==> src/rtl/sprite_line_fetcher_if.sv <==
// Bus between the sprite line fetcher, its sprite RAM port and the video timing / colour mapper side.
interface sprite_line_fetcher_if #(
  parameter int ADDR_W = 11
);
  logic              enable;
  logic              hblank_start;
  logic [9:0]        next_line;
  logic [9:0]        draw_x;
  logic [9:0]        sprite_x;
  logic [9:0]        sprite_y;
  logic [1:0]        sprite_sel;
  logic              ram_cs;
  logic [ADDR_W-1:0] ram_addr;
  logic [15:0]       ram_rdata;
  logic [7:0]        pix_index;
  logic              pix_valid;
  logic              fetch_busy;

  modport master (
    output enable, hblank_start, next_line, draw_x, sprite_x, sprite_y, sprite_sel, ram_rdata,
    input  ram_cs, ram_addr, pix_index, pix_valid, fetch_busy
  );

  modport slave (
    input  enable, hblank_start, next_line, draw_x, sprite_x, sprite_y, sprite_sel, ram_rdata,
    output ram_cs, ram_addr, pix_index, pix_valid, fetch_busy
  );
endinterface

==> src/rtl/sprite_line_fetcher.sv <==
// Prefetches one sprite row into a line buffer during hblank, then streams palette indices during active video.
module sprite_line_fetcher #(
  parameter int SPR_W     = 32,
  parameter int SPR_H     = 32,
  parameter int SPR_WORDS = 512,
  parameter int ADDR_W    = 11
) (
  input  logic                  clk,
  input  logic                  reset_n,
  sprite_line_fetcher_if.slave  bus
);
  localparam int WPR = SPR_W / 2;
  localparam int WW  = $clog2(WPR);

  typedef enum logic [1:0] {IDLE, CHECK, FETCH, LAST} state_t;

  state_t            state, state_nx;
  logic [WW-1:0]     w, w_nx;
  logic [9:0]        lx;
  logic [1:0]        lsel;
  logic              len;
  logic [10:0]       row;
  logic              line_hit;
  logic [15:0]       line_buf [WPR];

  logic              cs;
  logic [ADDR_W-1:0] addr;
  logic              wr_en;
  logic [WW-1:0]     wr_idx;
  logic              set_hit;

  logic [10:0]       col;
  logic              hit;
  logic [15:0]       word;
  logic [7:0]        idx;
  logic [7:0]        pix_q;
  logic              valid_q;

  always_ff @(posedge clk) begin
    if (!reset_n) begin
      state <= IDLE;
      w     <= '0;
    end else begin
      state <= state_nx;
      w     <= w_nx;
    end
  end

  // RAM data lags the address by one cycle, so each FETCH cycle stores the previous word.
  always_comb begin
    state_nx = state;
    w_nx     = w;
    cs       = 1'b0;
    addr     = '0;
    wr_en    = 1'b0;
    wr_idx   = w - WW'(1);
    set_hit  = 1'b0;
    case (state)
      IDLE: ;
      CHECK: begin
        if (len && !row[10] && row < 11'(SPR_H)) begin
          w_nx     = '0;
          state_nx = FETCH;
        end else begin
          state_nx = IDLE;
        end
      end
      FETCH: begin
        cs    = 1'b1;
        addr  = ADDR_W'(lsel) * ADDR_W'(SPR_WORDS) + ADDR_W'(row[9:0]) * ADDR_W'(WPR) + ADDR_W'(w);
        wr_en = (w != '0);
        w_nx  = w + WW'(1);
        if (w == WW'(WPR - 1)) state_nx = LAST;
      end
      LAST: begin
        wr_en    = 1'b1;
        wr_idx   = WW'(WPR - 1);
        set_hit  = 1'b1;
        state_nx = IDLE;
      end
      default: state_nx = IDLE;
    endcase
    if (bus.hblank_start) state_nx = CHECK;
  end

  assign col  = {1'b0, bus.draw_x} - {1'b0, lx};
  assign hit  = line_hit && !col[10] && col < 11'(SPR_W);
  assign word = line_buf[col[WW:1]];
  assign idx  = col[0] ? word[15:8] : word[7:0];

  always_ff @(posedge clk) begin
    if (!reset_n) begin
      lx       <= '0;
      lsel     <= '0;
      len      <= 1'b0;
      row      <= '0;
      line_hit <= 1'b0;
      pix_q    <= '0;
      valid_q  <= 1'b0;
      for (int i = 0; i < WPR; i++) line_buf[i] <= '0;
    end else begin
      // A new hblank always wins, so an aborted fetch can never raise line_hit.
      if (bus.hblank_start) begin
        lx       <= bus.sprite_x;
        lsel     <= bus.sprite_sel;
        len      <= bus.enable;
        row      <= {1'b0, bus.next_line} - {1'b0, bus.sprite_y};
        line_hit <= 1'b0;
      end else if (set_hit) begin
        line_hit <= 1'b1;
      end
      if (wr_en) line_buf[wr_idx] <= bus.ram_rdata;
      pix_q   <= hit ? idx : 8'd0;
      valid_q <= hit && (idx != 8'd0);
    end
  end

  assign bus.ram_cs     = cs;
  assign bus.ram_addr   = addr;
  assign bus.pix_index  = pix_q;
  assign bus.pix_valid  = valid_q;
  assign bus.fetch_busy = (state != IDLE);
endmodule

==> src/flat_wrapper.sv <==
// flat-port wrapper written by rule: the top's interface ports become plain ports
module sprite_line_fetcher_flat 
#(
  parameter int SPR_W     = 32,
  parameter int SPR_H     = 32,
  parameter int SPR_WORDS = 512,
  parameter int ADDR_W    = 11
)
  (clk, reset_n, bus_enable, bus_hblank_start, bus_next_line, bus_draw_x, bus_sprite_x, bus_sprite_y, bus_sprite_sel, bus_ram_rdata, bus_ram_cs, bus_ram_addr, bus_pix_index, bus_pix_valid, bus_fetch_busy);
  sprite_line_fetcher_if #(.ADDR_W(ADDR_W)) bus_i ();
  input  logic clk;
  input  logic reset_n;
  input wire logic [$bits(bus_i.enable)-1:0] bus_enable;
  input wire logic [$bits(bus_i.hblank_start)-1:0] bus_hblank_start;
  input wire logic [$bits(bus_i.next_line)-1:0] bus_next_line;
  input wire logic [$bits(bus_i.draw_x)-1:0] bus_draw_x;
  input wire logic [$bits(bus_i.sprite_x)-1:0] bus_sprite_x;
  input wire logic [$bits(bus_i.sprite_y)-1:0] bus_sprite_y;
  input wire logic [$bits(bus_i.sprite_sel)-1:0] bus_sprite_sel;
  input wire logic [$bits(bus_i.ram_rdata)-1:0] bus_ram_rdata;
  output wire logic [$bits(bus_i.ram_cs)-1:0] bus_ram_cs;
  output wire logic [$bits(bus_i.ram_addr)-1:0] bus_ram_addr;
  output wire logic [$bits(bus_i.pix_index)-1:0] bus_pix_index;
  output wire logic [$bits(bus_i.pix_valid)-1:0] bus_pix_valid;
  output wire logic [$bits(bus_i.fetch_busy)-1:0] bus_fetch_busy;
  assign bus_i.enable = bus_enable;
  assign bus_i.hblank_start = bus_hblank_start;
  assign bus_i.next_line = bus_next_line;
  assign bus_i.draw_x = bus_draw_x;
  assign bus_i.sprite_x = bus_sprite_x;
  assign bus_i.sprite_y = bus_sprite_y;
  assign bus_i.sprite_sel = bus_sprite_sel;
  assign bus_i.ram_rdata = bus_ram_rdata;
  assign bus_ram_cs = bus_i.ram_cs;
  assign bus_ram_addr = bus_i.ram_addr;
  assign bus_pix_index = bus_i.pix_index;
  assign bus_pix_valid = bus_i.pix_valid;
  assign bus_fetch_busy = bus_i.fetch_busy;
  sprite_line_fetcher #(.SPR_W(SPR_W), .SPR_H(SPR_H), .SPR_WORDS(SPR_WORDS), .ADDR_W(ADDR_W)) u_core (.clk(clk), .reset_n(reset_n), .bus(bus_i));
endmodule
==> config.mk <==
export PLATFORM = sky130hd
export DESIGN_NAME = sprite_line_fetcher_flat
export DESIGN_NICKNAME = d
export VERILOG_FILES = /design/src/rtl/sprite_line_fetcher_if.sv /design/src/rtl/sprite_line_fetcher.sv /design/src/flat_wrapper.sv
export SDC_FILE = /design/constraint.sdc
export NUM_CORES = 1
export LEC_CHECK = 0
export CAP_MARGIN = 0
export CORE_ASPECT_RATIO = 0.7
export CORE_MARGIN = 3
export CORE_UTILIZATION = 60
export CTS_CLUSTER_DIAMETER = 120
export DETAILED_ROUTE_END_ITERATION = 7
export PLACE_DENSITY_LB_ADDON = 0.1
export SETUP_SLACK_MARGIN = 0.2
export SKIP_CTS_REPAIR_TIMING = 1
export SYNTH_ARGS = -nofsm -noshare
export SYNTH_HDL_FRONTEND = slang
export SYNTH_SLANG_ARGS = --single-unit
==> constraint.sdc <==
create_clock -name clk -period 4.1 [get_ports clk]
set_input_delay 0.82 -clock clk [delete_from_list [all_inputs] [get_ports clk]]
set_output_delay 0.82 -clock clk [all_outputs]
set_load 0.05 [all_outputs]
Word level (Yosys, flattened, before mapping)
Memories as Yosys holds them, arrays and structs flattened.
Cells that the tools add are included.
W data, S select, Z words.
{ "totals": {"n_memories": 1, "regBits": 40, "output_inout_bits": 22, "mem_bits_rw": 256, "input_bits": 62} }
{ "op_classes": {"n_addsub": 6, "bitwise": 1, "n_lt_le_gt_ge": 2, "eq_ne": 7, "muxes": 19, "reduce_logical": 19} }
{ "mem_list": {"columns": ["memory", "depth", "word_bits", "rd", "rd_ports_with_merged_regs", "write_ports", "line_no", "rtl"], "rows": [
  ["u_core.line_buf", 16, 16, 1, 0, 16, "sprite_line_fetcher.sv:24", "logic [15:0] line_buf [WPR];"]
]} }
{ "ops": {"columns": ["op", "n"], "rows": [
  ["$lt A11 B6 Y1 const B", 2],
  ["$sub A10 B10 Y11", 2],
  ["$mux W16", 1],
  ["$reduce_or A16 Y1", 1],
  ["$mux W4", 3],
  ["$add A11 B11 Y11", 1],
  ["$add A11 B4 Y11", 1],
  ["$mux W11", 1],
  ["$mux W1", 8],
  ["$mux W8", 1],
  ["$pmux W4 S2", 1],
  ["$reduce_and A2 Y1", 4],
  ["$reduce_bool A4 Y1", 2],
  ["$reduce_bool A8 Y1", 1],
  ["$pmux W2 S3", 1],
  ["$logic_and A1 B1 Y1", 5],
  ["$add A4 B1 Y4 const B", 1],
  ["$eq A2 B2 Y1 const B", 2],
  ["$eq A4 B4 Y1 const B", 1],
  ["$mux W2", 2],
  ["$ne A2 B1 Y1 const B", 2],
  ["$reduce_bool A2 Y1", 2],
  ["$sub A4 B1 Y4 const B", 1],
  ["$ne A3 B2 Y1 const B", 1],
  ["6 further kinds", 7]
]} }

Depth between registers and ports, before layout
Gate-level depths: netlist (run 1).
{ "depth": {"word_depth": 7, "mapped_depth": 12, "ltp_nobuf": 11} }

Worst setup path before layout (run 1)
No wires, ideal clock.
{ "synth_path": {"path_type": "input to register", "start": "in bus_draw_x[0]", "end": "reg u_core.valid_q, in the netlist u_core.bus.pix_valid", "cell_stages": 12, "slack_ns": 0.551, "n_path_buf": 3, "arrival_ns": 3.418, "path_cell_list": "inv_1 ha_1 fa_1 buf_4 buf_2 buf_4 mux4_2 mux2_2 o22ai_1 a221oi_1 nor4_1 a21oi_1"} }
{ "synth_between": {"elab_chain_cells": 5, "elab_cells_between_ends": 9, "cone_classes": "1 x add/sub; 1 x order compare; 1 x mux; 5 x reduce/logical; 1 x memory"} }
{ "synth_lines": {"columns": ["item", "line_no", "rtl"], "rows": [
  ["start, declared", "flat_wrapper.sv:16", "input wire logic [$bits(bus_i.draw_x)-1:0] bus_draw_x;"],
  ["$sub A10 B10 Y11 (*)", "sprite_line_fetcher.sv:86", "assign col = {1'b0, bus.draw_x} - {1'b0, lx};"],
  ["$mem_v2 Z16 W16 / $logic_not A1 Y1 (equally long branches)", null, null],
  ["$mux W8 / $logic_and A1 B1 Y1 (equally long branches)", "sprite_line_fetcher.sv:89, sprite_line_fetcher.sv:87", null],
  ["$reduce_bool A8 Y1 / $logic_and A1 B1 Y1 (equally long branches)", "sprite_line_fetcher.sv:114, sprite_line_fetcher.sv:87", null],
  ["$logic_and A1 B1 Y1 (*)", "sprite_line_fetcher.sv:114", "valid_q <= hit && (idx != 8'd0);"],
  ["end signal, assigned", "sprite_line_fetcher.sv:114", null],
  ["end, declared", "sprite_line_fetcher.sv:37", "logic valid_q;"]
]} }
Every way passes the cells marked *; elsewhere a longest branch is shown, timed or not.
A chain may end at the register's enable or synchronous reset.

Worst setup path in the final report (run 1)
Same ends and word-level chain as after synthesis.

==> flow_summary.yaml, run 1 <==
logic_synthesis:
  ys_seq_elements: 296
  synth_top_area_cell: "edfxtp_1"
  synth_area_um2: 14200
  yosysTopAreaCellShare_pct: 54.2
  ys_top_cells_by_area: "edfxtp_1, and2_1, mux4_2"
  ys_warn_count: 0
  yosys_most_used_dff: "edfxtp_1"
  synthArstFlopShare_pct: 0
  synth_fp_nets: 1100
  yosys.cell_types.count: 57
  syn_inst: 1013
  seq_area_frac_synth_pct: 59.9
  synth_edf_count: 256
  syn_area_per_cell_um2: 14.0
setup_path:
  r2r_setup_slack_ps: 740
  cp-end-kind: "flop"
  r2r_end: "u_core.bus.pix_valid$_SDFF_PN0_"
  crit_type: "input port to flop"
  required_ps: 4520
  critPathArrivalTime_ps: 4240
  start_kind: "input port"
  worst_r2r_path_depth: 11
  r2r-start: "u_core.lx[0]$_SDFFE_PN0P_"
  path_max_fanout: 6
grt:
  antenna_found_initial: 0
  grt_pass1_wl_um: 52300
  grt_overflow: 0
  grt_max_degree: 52
  grt_pass1_vias: 8835
  track_usage_pct: 27.2
drt:
  drtPass1Iterations: 4
  routed_wl_um: 33700
  routedWlPerCell_um: 23.0
  vias_per_cell: 5.99
  via_count: 8782
  drt_iter0_drc: 1003
  antenna_left: 0
  route.detailed.drc: 0
power_and_ir_drop:
  cellPowerDensity_nw_per_um2: 422
  max-vdd-ir-drop_v: 0.000295
  p_leak_nw: 6.34
clock_network:
  cts_made_buffers: 28
  cts-root-buf: "clkbuf_16"
  cts_tree: "built"
  cts_htree_levels: 1
  clk_pin_slew_worst_paths_ps: 70
  clk-insertion-delay-late_ps: 540
  cts.sinks: 296
  cts_buffer_depth: 3
timing:
  min_period_over_period_pct: 93.3
  rsz0062_at_grt: "true"
  finClkSkew_ps: 14.4
  fin_crit_ps: 3830
  fmax_mhz: 261
  setup_viol: 0
  drv_slew: 0
  final.setup.tns_ps: 0
  slew_headroom_pct: 6.97
  hold_violations: 0
  tightest_slew_ps: 1390
place:
  place_congestion: 0.824
  post-dp-hpwl_um: 22500
  io_buffers: 83
  place_area_um2: 15700
floorplanning:
  rows: 46
  fp.coreArea_um2: 22900
  die_w_um: 190
  initial_core_util_pct: 61.9
  io-pin-count: 84
  die_h_um: 135
  dieArea_um2: 25500
outcome:
  status: "finished, final reports clean"
cells_and_area:
  syn_to_final_growth_pct: 18.0
  final_area_um2: 16700
  final_common_cell: "and2_1"
  final_cell_mix: "and2_1, edfxtp_1, clkdlybuf4s50_1"
  fill_cells: 1556
  multiInputGateArea_um2: 5380
  n_antenna_cell: 0
  nets: 1219
  drive_above_1_share_pct: 16.9
  layout.area.seq_um2: 8490
min_path:
  holdPathStages: 1
  hold_path.class: "flop to flop"
  hp-start: "u_core.row[0]$_SDFFE_PN0P_"
  min_to: "u_core.row[0]$_SDFFE_PN0P_"
flow_run:
  max_cap_viol_count: 0
metal layers:
layer	track usage (%)	vias up	part of all wire (%)
li1	-	3939	-
met1	42.2	4358	44
met2	40.9	430	45
met3	5.22	55	9.2
met4	5.50	0	2.0
met5	0	-	0
critical path, stage by stage:
cell             delay (ps)
clkdlybuf4s50_1         450
inv_1                    40
ha_2                    190
fa_4                    910
buf_6                   130
buf_12                  120
mux4_2                  510
mux2_4                  290
o22ai_4                 180
buf_6                   130
a221oi_2                 40
nor4_1                  310
a21oi_1                 110
logic make-up (layout without fill, tap and decap cells):
kind of cell               Yosys count  in the layout  share of synthesized area (%)
AOI/OAI and AO/OA                   88             88                           4.11
buffers and inverters               95            236                           2.82
and+or+nand+nor                    383            383                           16.1
muxes                              115            115                           14.0
DFF                                296            296                           59.9
xor gates and xnor gates            11             11                          0.786
adders and majority gates           25             25                           2.31
report_power, final:
group | switching, mW | total, mW | internal (mW)
Clock | 1.07 | 2.53 | 1.46
Combinational | 0.548 | 1.13 | 0.578
Sequential | 0.0419 | 3.41 | 3.37
state kept, by name, summed over array words and instances (netlist names), 2 cells and up:
name	flops
u_core.line_buf	256
u_core.lsel	2
u_core.w	4
u_core.bus.pix_index	8
u_core.row	11
u_core.state	2
u_core.lx	10
stage by stage:
step	hold WS [ps]	util, %	total power, mW	setup WS, ps	instances
after floorplan	446	-	4.11	551	1013
after global placement	454	68.7	4.52	-309	1411
after detailed placement	460	68.7	4.54	-351	1411
after CTS	476	72.6	7.03	200	1463
after global routing	486	73.0	7.29	157	1466
final	470	73.0	7.06	273	1466
cells in the mapped netlist, types with 9 or more instances:
master / number
and2_1: 266
edfxtp_1: 256
mux4_2: 61
clkbuf_1: 44
dfxtp_1: 40
nor2b_1: 36
mux2i_1: 35
inv_1: 31
nor2_1: 30
o21ai_0: 27
ha_1: 23
nand2_1: 18
mux2_2: 16
a21oi_1: 11
a221oi_1: 9
buf_4: 9
o22ai_1: 9
worst max-delay path by stage:
stage | from | endpoint | slack (ps) | cells after the start
after detailed placement | bus_draw_x[0] | u_core.bus.pix_valid$_SDFF_PN0_ | -350 | 12
after CTS | bus_draw_x[0] | u_core.bus.pix_valid$_SDFF_PN0_ | 200 | 12
after floorplan | bus_draw_x[0] | u_core.bus.pix_valid$_SDFF_PN0_ | 550 | 12
after global placement | bus_draw_x[0] | u_core.bus.pix_valid$_SDFF_PN0_ | -310 | 12
final | bus_draw_x[0] | u_core.bus.pix_valid$_SDFF_PN0_ | 270 | 13
after global routing | bus_draw_x[0] | u_core.bus.pix_valid$_SDFF_PN0_ | 160 | 12
layout make-up:
cell class                 count  share of cell area, %
sequential                   296                   50.8
clock inverter                 3                  0.232
inverter                      32                  0.718
clock buffer                  49                   5.09
multi-input combinational    622                   32.2
tap                          312                   2.33
timing repair buffer         152                   8.70
Power figures use the tool's default switching activity.
==> inputs of run 2 (changes only) <==
--- a/config.mk
+++ b/config.mk
@@ -11,7 +11,7 @@
 export CORE_UTILIZATION = 60
 export CTS_CLUSTER_DIAMETER = 120
 export DETAILED_ROUTE_END_ITERATION = 7
-export PLACE_DENSITY_LB_ADDON = 0.1
+export PLACE_DENSITY = 0.8
 export SETUP_SLACK_MARGIN = 0.2
 export SKIP_CTS_REPAIR_TIMING = 1
 export SYNTH_ARGS = -nofsm -noshare
==> run 2 against run 1 <==
Non-clock buffer count is 14 higher. Maximum frequency down 4.4%. Core utilization rose by 1.1 points. Highest routed layer unchanged.
==> flow_summary.yaml, run 2 (synthesis results as in run 1) <==
outcome:
  status: "finished, final reports clean"
place:
  io_buffers: 83
  place_congestion: 0.826
  post-dp-hpwl_um: 22800
  place_area_um2: 15700
  dp_cells: 1415
cells_and_area:
  largest_reg_flops: 256
  syn_to_final_growth_pct: 19.7
  multiInputGateArea_um2: 5400
  drive_above_1_share_pct: 18.8
  layout.area.seq_um2: 8490
  nets: 1233
  final_common_cell: "and2_1"
  largest-register: "u_core.line_buf"
  final_cell_mix: "and2_1, edfxtp_1, clkdlybuf4s50_1"
  n_antenna_cell: 0
  final_cells: 1480
  fill_cells: 1466
  reg_top3: "u_core.line_buf (256), u_core.row (11), u_core.lx (10)"
  final_area_um2: 17000
drt:
  via_count: 8932
  routed_wl_um: 34600
  antenna_left: 0
  vias_per_cell: 6.04
  routedWlPerCell_um: 23.4
  drt_iter0_drc: 1045
  drtPass1Iterations: 5
  route.detailed.drc: 0
min_path:
  hp-start: "u_core.row[1]$_SDFFE_PN0P_"
  hold_path.class: "flop to flop"
clock_network:
  cts-root-buf: "clkbuf_16"
  cts_made_buffers: 28
  clk-insertion-delay-late_ps: 550
  cts_buffer_depth: 3
  cts_htree_levels: 1
  cts.sinks: 296
  clk_pin_slew_worst_paths_ps: 70
  cts_tree: "built"
timing:
  min_period_over_period_pct: 97.6
  slew_headroom_pct: 22.2
  rsz0062_at_grt: "true"
  fin_crit_ps: 4000
  finClkSkew_ps: 19.1
  fmax_mhz: 250
  drv_slew: 0
  setup_viol: 0
  tightest_slew_ps: 1160
  hold_violations: 0
floorplanning:
  io-pin-count: 84
  die_w_um: 190
  die_h_um: 135
  dieArea_um2: 25500
  initial_core_util_pct: 61.9
  rows: 46
  fp.coreArea_um2: 22900
grt:
  grt_pass1_wl_um: 52300
  grt_overflow: 0
  track_usage_pct: 27.0
  grt_max_degree: 52
  antenna_found_initial: 0
  grt_pass1_vias: 8898
setup_path:
  path_max_fanout: 7
  worstSetupStartpoint: "bus_draw_x[0]"
  crit_type: "input port to flop"
  r2r-start: "u_core.lx[0]$_SDFFE_PN0P_"
  cp-end-kind: "flop"
  start_kind: "input port"
  required_ps: 4530
  critPathArrivalTime_ps: 4430
flow_run:
  max_cap_viol_count: 0
power_and_ir_drop:
  total_power_mw: 7.30
  cellPowerDensity_nw_per_um2: 430
  p_leak_nw: 6.47
  max-vdd-ir-drop_v: 0.000366
==> run 2: area by class of cell <==
cell class                      count  share of cell area (%)
Tap cell                          312                    2.30
Multi-Input combinational cell    622                    31.8
Clock buffer                       39                    4.79
Sequential cell                   296                    50.0
Timing Repair Buffer              166                    9.45
Clock inverter                     13                   0.892
Inverter                           32                   0.708
==> run 2: final timing paths <==
kind | depth (start not counted) | end | slack [ps]
setup / recovery | 13 | u_core.bus.pix_valid$_SDFF_PN0_ | 100
setup reg to reg | 11 | u_core.bus.pix_valid$_SDFF_PN0_ | 570
hold reg to reg | 1 | u_core.row[1]$_SDFFE_PN0P_ | 480
hold / removal | 1 | u_core.row[1]$_SDFFE_PN0P_ | 480
==> run 2: routing by layer <==
layer | vias to the layer above | part of all wire [%] | GRT usage, %
met4 | 0 | 1.7 | 5.05
li1 | 3975 | - | -
met5 | - | 0 | 0
met2 | 426 | 45 | 40.6
met1 | 4486 | 43 | 41.7
met3 | 45 | 10 | 5.55
==> run 2: stage by stage <==
step	setup slack [ps]	setup TNS [ps]	utilization (%)	hold slack, ps
2_1_floorplan	551	0	-	446
3_3_place_gp	-358	-1610	68.7	452
3_5_place_dp	-416	-2120	68.7	467
4_1_cts	159	0	72.9	482
5_1_grt	2.85	0	74.1	497
6_report	98.2	0	74.1	477
==> run 2: worst max-delay path, stage by stage <==
cell,delay [ps]
clkdlybuf4s50_1,460
inv_1,60
ha_1,230
fa_4,920
buf_12,130
clkbuf_16,150
buf_4,130
mux4_2,480
mux2_2,290
o22ai_2,210
a221oi_1,120
nor4_1,330
a21oi_1,100
==> run 2: report_power, final <==
group / internal [mW] / total (mW) / switching (mW)
Sequential: 3.36 / 3.41 / 0.0423
Clock: 1.57 / 2.70 / 1.12
Combinational: 0.616 / 1.19 / 0.575
==> inputs of run 3 (changes only) <==
--- a/config.mk
+++ b/config.mk
@@ -6,7 +6,7 @@
 export NUM_CORES = 1
 export LEC_CHECK = 0
 export CAP_MARGIN = 0
-export CORE_ASPECT_RATIO = 0.7
+export CORE_ASPECT_RATIO = 0.9
 export CORE_MARGIN = 3
 export CORE_UTILIZATION = 60
 export CTS_CLUSTER_DIAMETER = 120
==> run 3 against run 2 <==
Sequential share of layout area increased by 0.87 points. Cell area down 1.7%. Setup slack gained 320 ps. Die area shrank 0.10%. Non-clock buffer count down 25. Maximum frequency up 8.7%.
==> flow_summary.yaml, run 3 (synthesis results as in run 1) <==
floorplanning:
  die_w_um: 168
  dieArea_um2: 25500
  io-pin-count: 84
  initial_core_util_pct: 62.1
  die_h_um: 152
  fp.coreArea_um2: 22800
  rows: 52
setup_path:
  worstSetupStartpoint: "bus_draw_x[1]"
  path_max_fanout: 8
  required_ps: 4540
  worst_r2r_path_depth: 10
  r2r_setup_slack_ps: 700
  cp_slowest_cell: "fa_4"
  cp-end-kind: "flop"
  cpPeakStageDelay_ps: 940
  start_kind: "input port"
  worstPathCellList: "clkdlybuf4s50_1 -> inv_1 -> fa_4 -> buf_12 -> mux4_2 -> mux2_4 -> o22ai_4 -> buf_6 -> a221oi_2 -> nor4_1 -> a21oi_1"
  path_depth: 11
  critPathCapture: "u_core.bus.pix_valid$_SDFF_PN0_"
  worst-path-buf-inv: 4
  critPathArrivalTime_ps: 4120
  r2r-start: "u_core.lx[0]$_SDFFE_PN0P_"
  cp_top_family: "adder cells"
  crit_type: "input port to flop"
  r2r_end: "u_core.bus.pix_valid$_SDFF_PN0_"
drt:
  routed.top_layer: "met4"
  wl_met1_um: 13600
  route.detailed.drc: 0
  drtPass1Iterations: 5
  dr_wl_met3_um: 2930
  routed_wl_um: 33300
  met2_length_um: 15900
  vias_per_cell: 6.04
  via_count: 8729
  routedWlPerCell_um: 23.0
  drt_iter0_drc: 986
  antenna_left: 0
timing:
  hold_violations: 0
  final.setup.tns_ps: 0
  tightest_slew_ps: 1150
  drv_slew: 0
  fmax_mhz: 272
  holdWs_ps: 483
  rsz0062_at_grt: "false"
  worst_slack_ps: 420
  min_period_over_period_pct: 89.8
  setup_viol: 0
  fin_crit_ps: 3680
  finClkSkew_ps: 11.0
  slew_headroom_pct: 23.3
clock_network:
  clk-insertion-delay-late_ps: 560
  cts_htree_levels: 1
  cts_buffer_depth: 3
  cts.sinks: 296
  cts_made_buffers: 31
  clk_pin_slew_worst_paths_ps: 60
  cts_tree: "built"
  cts-root-buf: "clkbuf_16"
power_and_ir_drop:
  cellPowerDensity_nw_per_um2: 425
  total_power_mw: 7.09
  max-vdd-ir-drop_v: 0.000298
  p_leak_nw: 6.33
place:
  post-dp-hpwl_um: 21400
  io_buffers: 83
  place_area_um2: 15700
  place_ws_ps: -257
  dp_cells: 1387
  place_congestion: 0.825
grt:
  antenna_found_initial: 0
  grt_overflow: 0
  grt_pass1_wl_um: 50300
  grt_max_degree: 52
  track_usage_pct: 25.7
  grt_pass1_vias: 8759
min_path:
  hold_path.class: "flop to flop"
cells_and_area:
  reg_top3: "u_core.line_buf (256), u_core.row (11), u_core.lx (10)"
  final_cells: 1446
  fin_util_pct: 73.0
  multiInputGateArea_um2: 5350
  final_cell_mix: "and2_1, edfxtp_1, clkdlybuf4s50_1"
  final_area_um2: 16700
  final_common_cell: "and2_1"
  largest_reg_flops: 256
  largest-register: "u_core.line_buf"
  syn_to_final_growth_pct: 17.6
  fill_cells: 1443
  nets: 1211
  n_antenna_cell: 0
  layout.area.seq_um2: 8490
  drive_above_1_share_pct: 16.2
flow_run:
  max_cap_viol_count: 0
outcome:
  status: "finished, final reports clean"
==> run 3: worst min path at each step <==
| stage | from | end | slack [ps] | cells past startpoint |
|---|---|---|---|---|
| after detailed placement | u_core.row[1]$_SDFFE_PN0P_ | u_core.row[1]$_SDFFE_PN0P_ | 470 | 1 |
| after global routing | u_core.row[1]$_SDFFE_PN0P_ | u_core.row[1]$_SDFFE_PN0P_ | 500 | 1 |
| after CTS | u_core.row[1]$_SDFFE_PN0P_ | u_core.row[1]$_SDFFE_PN0P_ | 480 | 1 |
| after global placement | u_core.row[0]$_SDFFE_PN0P_ | u_core.row[0]$_SDFFE_PN0P_ | 460 | 1 |
| after floorplan | u_core.row[0]$_SDFFE_PN0P_ | u_core.row[0]$_SDFFE_PN0P_ | 450 | 1 |
| final | u_core.row[1]$_SDFFE_PN0P_ | u_core.row[1]$_SDFFE_PN0P_ | 480 | 1 |
==> run 3: cell type report <==
cell class	count	area share, %
inverters	32	0.720
multi-input cells	622	32.1
clock inverters	16	0.630
clock buffers	42	5.02
well taps	297	2.23
repair buffers	141	8.43
flip-flops and latches	296	50.9
==> run 3: power by group <==
| group | internal, mW | switching [mW] |
|---|---|---|
| Clock | 1.49 | 1.12 |
| Combinational | 0.542 | 0.533 |
| Sequential | 3.37 | 0.0410 |
==> run 3: layer usage <==
layer / up-vias / GRT usage, %
li1: 3929 / -
met1: 4313 / 37.8
met2: 416 / 40.6
met3: 71 / 4.36
met4: 0 / 6.97
met5: - / 0
